`src/rtl/chess_game_ctrl.sv`:
```
// Chess timer game sequencer: chooses the running clock, reloads both counters,
// handles pause/resume, flag fall, per-player move counts and the end-of-game buzzer.
module chess_game_ctrl #(
  parameter int unsigned MOVE_W   = 8,
  parameter int unsigned LOCKOUT  = 4,
  parameter int unsigned BUZZ_LEN = 8
) (
  input  logic              clk,
  input  logic              reset,
  input  logic              start,
  input  logic              pause,
  input  logic              clear,
  input  logic              btn_p1,
  input  logic              btn_p2,
  input  logic [5:0]        time_sel,
  input  logic              zero1,
  input  logic              zero2,
  output logic              enable1,
  output logic              enable2,
  output logic              load,
  output logic              turn,
  output logic              flag1,
  output logic              flag2,
  output logic [MOVE_W-1:0] moves1,
  output logic [MOVE_W-1:0] moves2,
  output logic              buzzer,
  output logic [2:0]        state
);

  localparam int unsigned LOCK_W = (LOCKOUT < 1) ? 1 : $clog2(LOCKOUT + 1);
  localparam int unsigned BUZZ_W = (BUZZ_LEN < 2) ? 1 : $clog2(BUZZ_LEN + 1);

  typedef enum logic [2:0] {
    S_IDLE   = 3'd0,
    S_RUN_P1 = 3'd1,
    S_RUN_P2 = 3'd2,
    S_PAUSED = 3'd3,
    S_OVER   = 3'd4
  } state_t;

  state_t              r_state;
  logic                r_enable1;
  logic                r_enable2;
  logic                r_load;
  logic                r_turn;
  logic                r_flag1;
  logic                r_flag2;
  logic [MOVE_W-1:0]   r_moves1;
  logic [MOVE_W-1:0]   r_moves2;
  logic                r_buzzer;
  logic [LOCK_W-1:0]   r_lock;
  logic [BUZZ_W-1:0]   r_buzz_cnt;
  logic                w_abort;

  // Anything that lands in IDLE: clear from PAUSED/OVER or an illegal state code.
  assign w_abort = (clear && (r_state == S_PAUSED || r_state == S_OVER)) ||
                   !(r_state inside {S_IDLE, S_RUN_P1, S_RUN_P2, S_PAUSED, S_OVER});

  always_ff @(posedge clk) begin
    if (reset || w_abort) begin
      r_state    <= S_IDLE;
      r_enable1  <= 1'b0;
      r_enable2  <= 1'b0;
      r_load     <= 1'b1;
      r_turn     <= 1'b0;
      r_flag1    <= 1'b0;
      r_flag2    <= 1'b0;
      r_moves1   <= '0;
      r_moves2   <= '0;
      r_buzzer   <= 1'b0;
      r_lock     <= '0;
      r_buzz_cnt <= '0;
    end else begin
      case (r_state)
        S_IDLE: begin
          if (start && time_sel != 6'd0) begin
            r_state   <= S_RUN_P1;
            r_load    <= 1'b0;
            r_enable1 <= 1'b1;
            r_turn    <= 1'b0;
            r_lock    <= LOCK_W'(LOCKOUT);
          end
        end

        S_RUN_P1: begin
          if (r_lock != '0) r_lock <= r_lock - LOCK_W'(1);
          if (zero1) begin
            r_state    <= S_OVER;
            r_flag1    <= 1'b1;
            r_enable1  <= 1'b0;
            r_buzzer   <= (BUZZ_LEN != 0);
            r_buzz_cnt <= (BUZZ_LEN != 0) ? BUZZ_W'(BUZZ_LEN - 1) : '0;
          end else if (btn_p1 && r_lock == '0) begin
            r_state   <= S_RUN_P2;
            r_turn    <= 1'b1;
            r_enable1 <= 1'b0;
            r_enable2 <= 1'b1;
            r_lock    <= LOCK_W'(LOCKOUT);
            if (r_moves1 != '1) r_moves1 <= r_moves1 + MOVE_W'(1);
          end else if (pause) begin
            r_state   <= S_PAUSED;
            r_enable1 <= 1'b0;
          end
        end

        S_RUN_P2: begin
          if (r_lock != '0) r_lock <= r_lock - LOCK_W'(1);
          if (zero2) begin
            r_state    <= S_OVER;
            r_flag2    <= 1'b1;
            r_enable2  <= 1'b0;
            r_buzzer   <= (BUZZ_LEN != 0);
            r_buzz_cnt <= (BUZZ_LEN != 0) ? BUZZ_W'(BUZZ_LEN - 1) : '0;
          end else if (btn_p2 && r_lock == '0) begin
            r_state   <= S_RUN_P1;
            r_turn    <= 1'b0;
            r_enable2 <= 1'b0;
            r_enable1 <= 1'b1;
            r_lock    <= LOCK_W'(LOCKOUT);
            if (r_moves2 != '1) r_moves2 <= r_moves2 + MOVE_W'(1);
          end else if (pause) begin
            r_state   <= S_PAUSED;
            r_enable2 <= 1'b0;
          end
        end

        // Resume returns to whoever was on move; the lockout keeps its remaining count.
        S_PAUSED: begin
          if (start) begin
            r_state   <= r_turn ? S_RUN_P2 : S_RUN_P1;
            r_enable1 <= ~r_turn;
            r_enable2 <= r_turn;
          end
        end

        // Buzzer stays high while the down-counter is nonzero, giving BUZZ_LEN cycles in total.
        S_OVER: begin
          r_buzzer <= (r_buzz_cnt != '0);
          if (r_buzz_cnt != '0) r_buzz_cnt <= r_buzz_cnt - BUZZ_W'(1);
        end

        default: r_state <= S_IDLE;
      endcase
    end
  end

  assign enable1 = r_enable1;
  assign enable2 = r_enable2;
  assign load    = r_load;
  assign turn    = r_turn;
  assign flag1   = r_flag1;
  assign flag2   = r_flag2;
  assign moves1  = r_moves1;
  assign moves2  = r_moves2;
  assign buzzer  = r_buzzer;
  assign state   = r_state;

endmodule
```
`config.mk`:
```
export PLATFORM = sky130hd
export DESIGN_NAME = chess_game_ctrl
export DESIGN_NICKNAME = d
export VERILOG_FILES = /design/src/rtl/chess_game_ctrl.sv
export SDC_FILE = /design/constraint.sdc
export NUM_CORES = 1
export LEC_CHECK = 0
export BUFFER_PORTS_ARGS = -buffer_cell sky130_fd_sc_hd__buf_4
export CELL_PAD_IN_SITES_DETAIL_PLACEMENT = 1
export CELL_PAD_IN_SITES_GLOBAL_PLACEMENT = 2
export CORE_MARGIN = 2
export CORE_UTILIZATION = 34
export DETAILED_ROUTE_END_ITERATION = 16
export HOLD_SLACK_MARGIN = 0.15
export PLACE_DENSITY = 0.88
export SETUP_SLACK_MARGIN = 0.3
export SYNTH_ARGS = -nofsm -noshare
export SYNTH_HDL_FRONTEND = slang
export SYNTH_SLANG_ARGS = --single-unit
```
`constraint.sdc`:
```
create_clock -name clk -period 2.8 [get_ports clk]
set_input_delay 0.14 -clock clk [delete_from_list [all_inputs] [get_ports clk]]
set_output_delay 0.14 -clock clk [all_outputs]
set_load 0.01 [all_outputs]
```
### Word level (Yosys, flattened, before mapping)

Cells that the tools add are included.

* flip-flop bits (word level): 33
* output and inout bits: 26

* eq/ne operators: 17
* reduce and logical (&&, ||, !) cells: 30
* $add $sub $neg: 4
* multiplexer cells: 41
* bitwise logic cells: 4

Operator list (count)
* two-way mux 3 bit: 13
* two-way mux 1 bit: 17
* adder 8 x 1 -> 8 bit (second input constant): 2
* != test 8 bit (second input constant): 2
* case mux 3 bit (5 select lines): 1
* two-way mux 4 bit: 3
* case mux 4 bit (3 select lines): 1
* AND reduction 4 bit: 3
* AND reduction 6 bit: 2
* nonzero test 3 bit: 4
* != test 2 bit (second input constant): 5
* case mux 1 bit (3 select lines): 3
* case mux 3 bit (3 select lines): 1
* != test 2 x 1 -> 1 bit (second input constant): 4
* != test 4 x 3 -> 1 bit (second input constant): 2
* AND reduction 2 bit: 4
* nonzero test 4 bit: 2
* == test 3 x 2 -> 1 bit (second input constant): 2
* logical NOT 3 bit: 2
* AND reduction 3 bit: 2
* nonzero test 6 bit: 1
* AND reduction 5 bit: 1
* nonzero test 5 bit: 1
* logical AND 1 bit: 4
* 9 further kinds: 14

### Longest topological paths before layout

* word-level depth: 5
* mapped depth: 7
* mapped depth without buffers: 6

### Worst setup path before layout

Ideal clock, no wire load.

* path kind: reg-to-reg
* start point: register r_state[2] (netlist: state[2])
* end point: register r_moves1[4] (netlist: moves1[4])
* cell stages (with the launch flop): 7
* setup slack: 886 ps
* library setup time: 70 ps
* buffers on the path: 2
* data arrival time: 1844 ps
* period minus slack after synthesis: 1914 ps
* cells stage by stage: dfxtp_1 -> buf_6 -> or3b_4 -> or2_1 -> buf_6 -> or4_1 -> a21oi_1

* word-level cells in the longest chain between the ends: 5
* elaborated cells between the ends (all ways): 12
* classes of those cells: 4 x eq/ne; 8 x reduce/logical

RTL lines
* start, declared: RTL line 41 `state_t r_state;`
* start signal, assigned: RTL line 130 `r_state <= r_turn ? S_RUN_P2 : S_RUN_P1;`
* == test 3 x 1 -> 1 bit (tied with other cells): RTL line 57, 74
* nonzero test 5 bit / logical OR 1 bit (equally long branches): RTL line 57, 56
* logical NOT 1 bit / logical AND 1 bit (equally long branches): RTL line 57, 56
* logical OR 1 bit: RTL line 56 `assign w_abort = (clear && (r_state == S_PAUSED || r_state == S_OVER)) ||`
* logical OR 1 bit: RTL line 60 `if (reset || w_abort) begin`
* end signal, assigned: RTL line 99 `if (r_moves1 != '1) r_moves1 <= r_moves1 + MOVE_W'(1);`
* end, declared: RTL line 48 `logic [MOVE_W-1:0] r_moves1;`

Parallel ways exist; a longest one is shown, timed or not.
A chain may end at the register's enable or synchronous reset.

### Worst setup path in the final report

* start point: register r_state[0] (netlist: state[0])
* end point: register r_moves1[7] (netlist: moves1[7])

Same word-level chain as after synthesis.

==> out/qor.yml <==
status: "finished clean"
yosys-top-cells-area: "dfxtp_1, a21oi_1, ha_1"
min_path_type: "in -> reg"
min_to: "state[0]"
p_per_area_nw_per_um2: 585
clock-skew-final_ns: 0.00498
stdcell_area_um2: 2460
dp_hpwl_um: 4050
r2r-end: "moves1[7]"
dr.max_layer_used: "met4"
synth_top_family_by_area: "simple AND/OR/NAND/NOR gates"
grt_pass1_wl_um: 9510
power_w: 0.00144
cts_buffers: 5
power_frac_comb: 0.228
slowest_stage: "dfxtp_1"
reg2reg_from: "state[0]"
synth_area_um2: 1900
cts_tree: "built"
yosysMostFrequentCell: "dfxtp_1"
coreArea_um2: 5440
p_switching_w: 0.000420
met3WireLength_um: 169
cp-start-kind: "register"
drcViolationCount: 0
ctsHtreeMaxLevel: 2
synth_top_area_cell: "dfxtp_1"
seq_area_um2: 661
synth-simple-area-share: 0.292
synth_xor_xnor_area_share: 0.00462
postRouteAntennaNets: 0
synthArstFlopShare: 0
ys.warnings.count: 0
place_area_um2: 2300
grt_pass1_vias: 1958
dieHeight_um: 78.7
cap_violations: 0
overflow: 0
synth-compound-area-share: 0.234
rrSetupSlack_ns: 0.66
slowest_delay_ns: 0.57
wl_met1_um: 2540
path_buf_inv: 0
start_util: 0.349
drtIter0Drc: 89
path_delay_family: "simple AND/OR/NAND/NOR gates"
synth_edf_count: 0
cts_resized: 0
final_hold_viol_count: 0
p_int_w: 0.00102
viasPerCell: 5.61
ios: 41
synth_top_area_frac: 0.349
synth_area_per_cell_um2: 8.31
holdBufCountCts: 2
yosys-top-cells-count: "dfxtp_1, a21oi_1, o21ai_0"
clkPwrFrac: 0.389
p_sw_frac: 0.292
synth.distinct_cells: 54
worst_pin_slew_ns: 0.778
cp-end-kind: "register"
wire_per_inst_um: 16.0
ys_ff_latch: 33
multi_input_comb_area_um2: 1130
vdd_drop_max_v: 0.000271
power_frac_seq: 0.383
gp_congestion: 0.752
grt_max_degree: 18
worstPathCellList: "or3b_4, or2_1, or4_1, a21oi_1"
synth.yosys.seq_area_share: 0.349
cts.sinks: 33
synthCells: 228
slew_viol_final: 0
clock_latency_ns: 0.29
cp.required_ns: 3.03
setup_viol: 0
grt_antenna_before_repair: 0
nFillCells: 669
clockRootBuffer: "clkbuf_8"
whs_path_depth: 3
yosys-mux-area-fraction: 0.0264
fin_crit_sh: 0.763
die-area_um2: 6190
dr.pass1.iters: 4
rsz0062_at_grt: "false"
synthFlopType: "dfxtp_1"
vias: 1958
antenna-diode-count: 0
synth_fa_ha_area_frac: 0.0396
rr_worst_depth: 4
cts_setup_buffers: 0
drive_gt1_frac: 0.231
post-route-min-period_ns: 2.14
slew_headroom: 0.477
dr_wl_met2_um: 2780
arrival_ns: 2.36
final_nets: 297
hold_path_startpoint: "pause"
clk_transition_reported_paths_ns: 0.08
cts.path.max_buffers: 2
wirelength_um: 5570
die_w_um: 78.7
areaGrowthSynthToFinish_pct: 29.6
leakage_nw: 0.951
finalSetupTns_ns: 0
synth_nets: 249
rows: 27
timing.fmax_ghz: 0.468
critical_path_peak_fanout: 13
crit_type: "reg -> reg"
grtUsageTotal: 0.191
place.port_buffers: 40
-- power groups by stage --
| stage | sequential (W) | combinational (W) | clock (W) |
|---|---|---|---|
| 5_1_grt | 0.000558 | 0.000371 | 0.000600 |
| 6_report | 0.000550 | 0.000327 | 0.000559 |
| 2_1_floorplan | 0.000552 | 0.000213 | 0 |
| 4_1_cts | 0.000550 | 0.000330 | 0.000573 |
| 3_3_place_gp | 0.000560 | 0.000314 | 0 |
| 3_5_place_dp | 0.000561 | 0.000324 | 0 |
-- kinds of logic after synthesis --
| kind of cell | count (synthesis) |
|---|---|
| simple gates | 90 |
| compound gates | 70 |
| flops | 33 |
| buf+inv | 23 |
| fa+ha+maj | 6 |
| mux | 5 |
| xor+xnor | 1 |
-- layer usage --
| metal | global-route usage | vias to the layer above |
|---|---|---|
| li1 | - | 964 |
| met1 | 0.233 | 958 |
| met2 | 0.337 | 28 |
| met3 | 0.0437 | 8 |
| met4 | 0.0509 | 0 |
| met5 | 0 | - |
-- per-stage QoR --
| step | utilization | setup WS [ns] | instances | hold WS [ns] |
|---|---|---|---|---|
| CTS | 0.452 | 0.677 | 349 | 0.199 |
| detailed placement | 0.423 | 0.711 | 339 | 0.446 |
| global placement | 0.423 | 0.777 | 339 | 0.431 |
| finish | 0.452 | 0.665 | 349 | 0.195 |
| floorplan | - | 0.886 | 228 | 0.281 |
| global route | 0.452 | 0.534 | 349 | 0.210 |
-- state kept, by name, summed over array words and instances (netlist names), 3 cells and up --
signal	count
moves2	8
r_lock	3
r_buzz_cnt	4
moves1	8
state	3
-- placed cells by master, fill, tap and decap left out, types with 3 or more instances in the layout --
master / Yosys / routed
nor3_1: 10 / 10
a21o_1: 3 / 3
a21oi_1: 25 / 25
nand3_1: 10 / 10
a211oi_1: 4 / 4
dfxtp_1: 33 / 33
ha_1: 6 / 6
nand3b_1: 5 / 5
clkbuf_8: 0 / 5
buf_4: 0 / 49
inv_1: 13 / 13
o31ai_1: 5 / 5
o21ai_0: 14 / 14
mux2i_1: 5 / 5
or4_1: 5 / 5
or3_1: 3 / 3
nor2_1: 13 / 13
nor3b_1: 5 / 5
nor4_1: 3 / 3
a311oi_1: 3 / 3
nand2_1: 9 / 9
nand4_1: 6 / 6
-- worst min-delay path: stages --
cell and delay [ns]:
buf_4 0.10, o21ai_0 0.08, a21oi_1 0.13
-- worst max-delay path by stage --
stage                          from         to  slack (ns)  cells past startpoint
after floorplan            state[2]  moves1[4]        0.89                      6
after global placement     state[0]  moves1[4]        0.78                      4
after detailed placement  r_lock[1]  moves2[3]        0.71                      6
after CTS                  state[0]  moves1[4]        0.68                      4
after global routing       state[0]  r_lock[2]        0.53                      6
final                      state[0]  moves1[7]        0.66                      4
-- layout make-up --
type / instances / share of cell area
Clock buffer: 5 / 0.0280
Clock inverter: 3 / 0.0280
Inverter: 13 / 0.0199
Multi-Input combinational cell: 172 / 0.461
Sequential cell: 33 / 0.269
Tap cell: 72 / 0.0367
Timing Repair Buffer: 51 / 0.158
(Power assumes the default switching activity.)
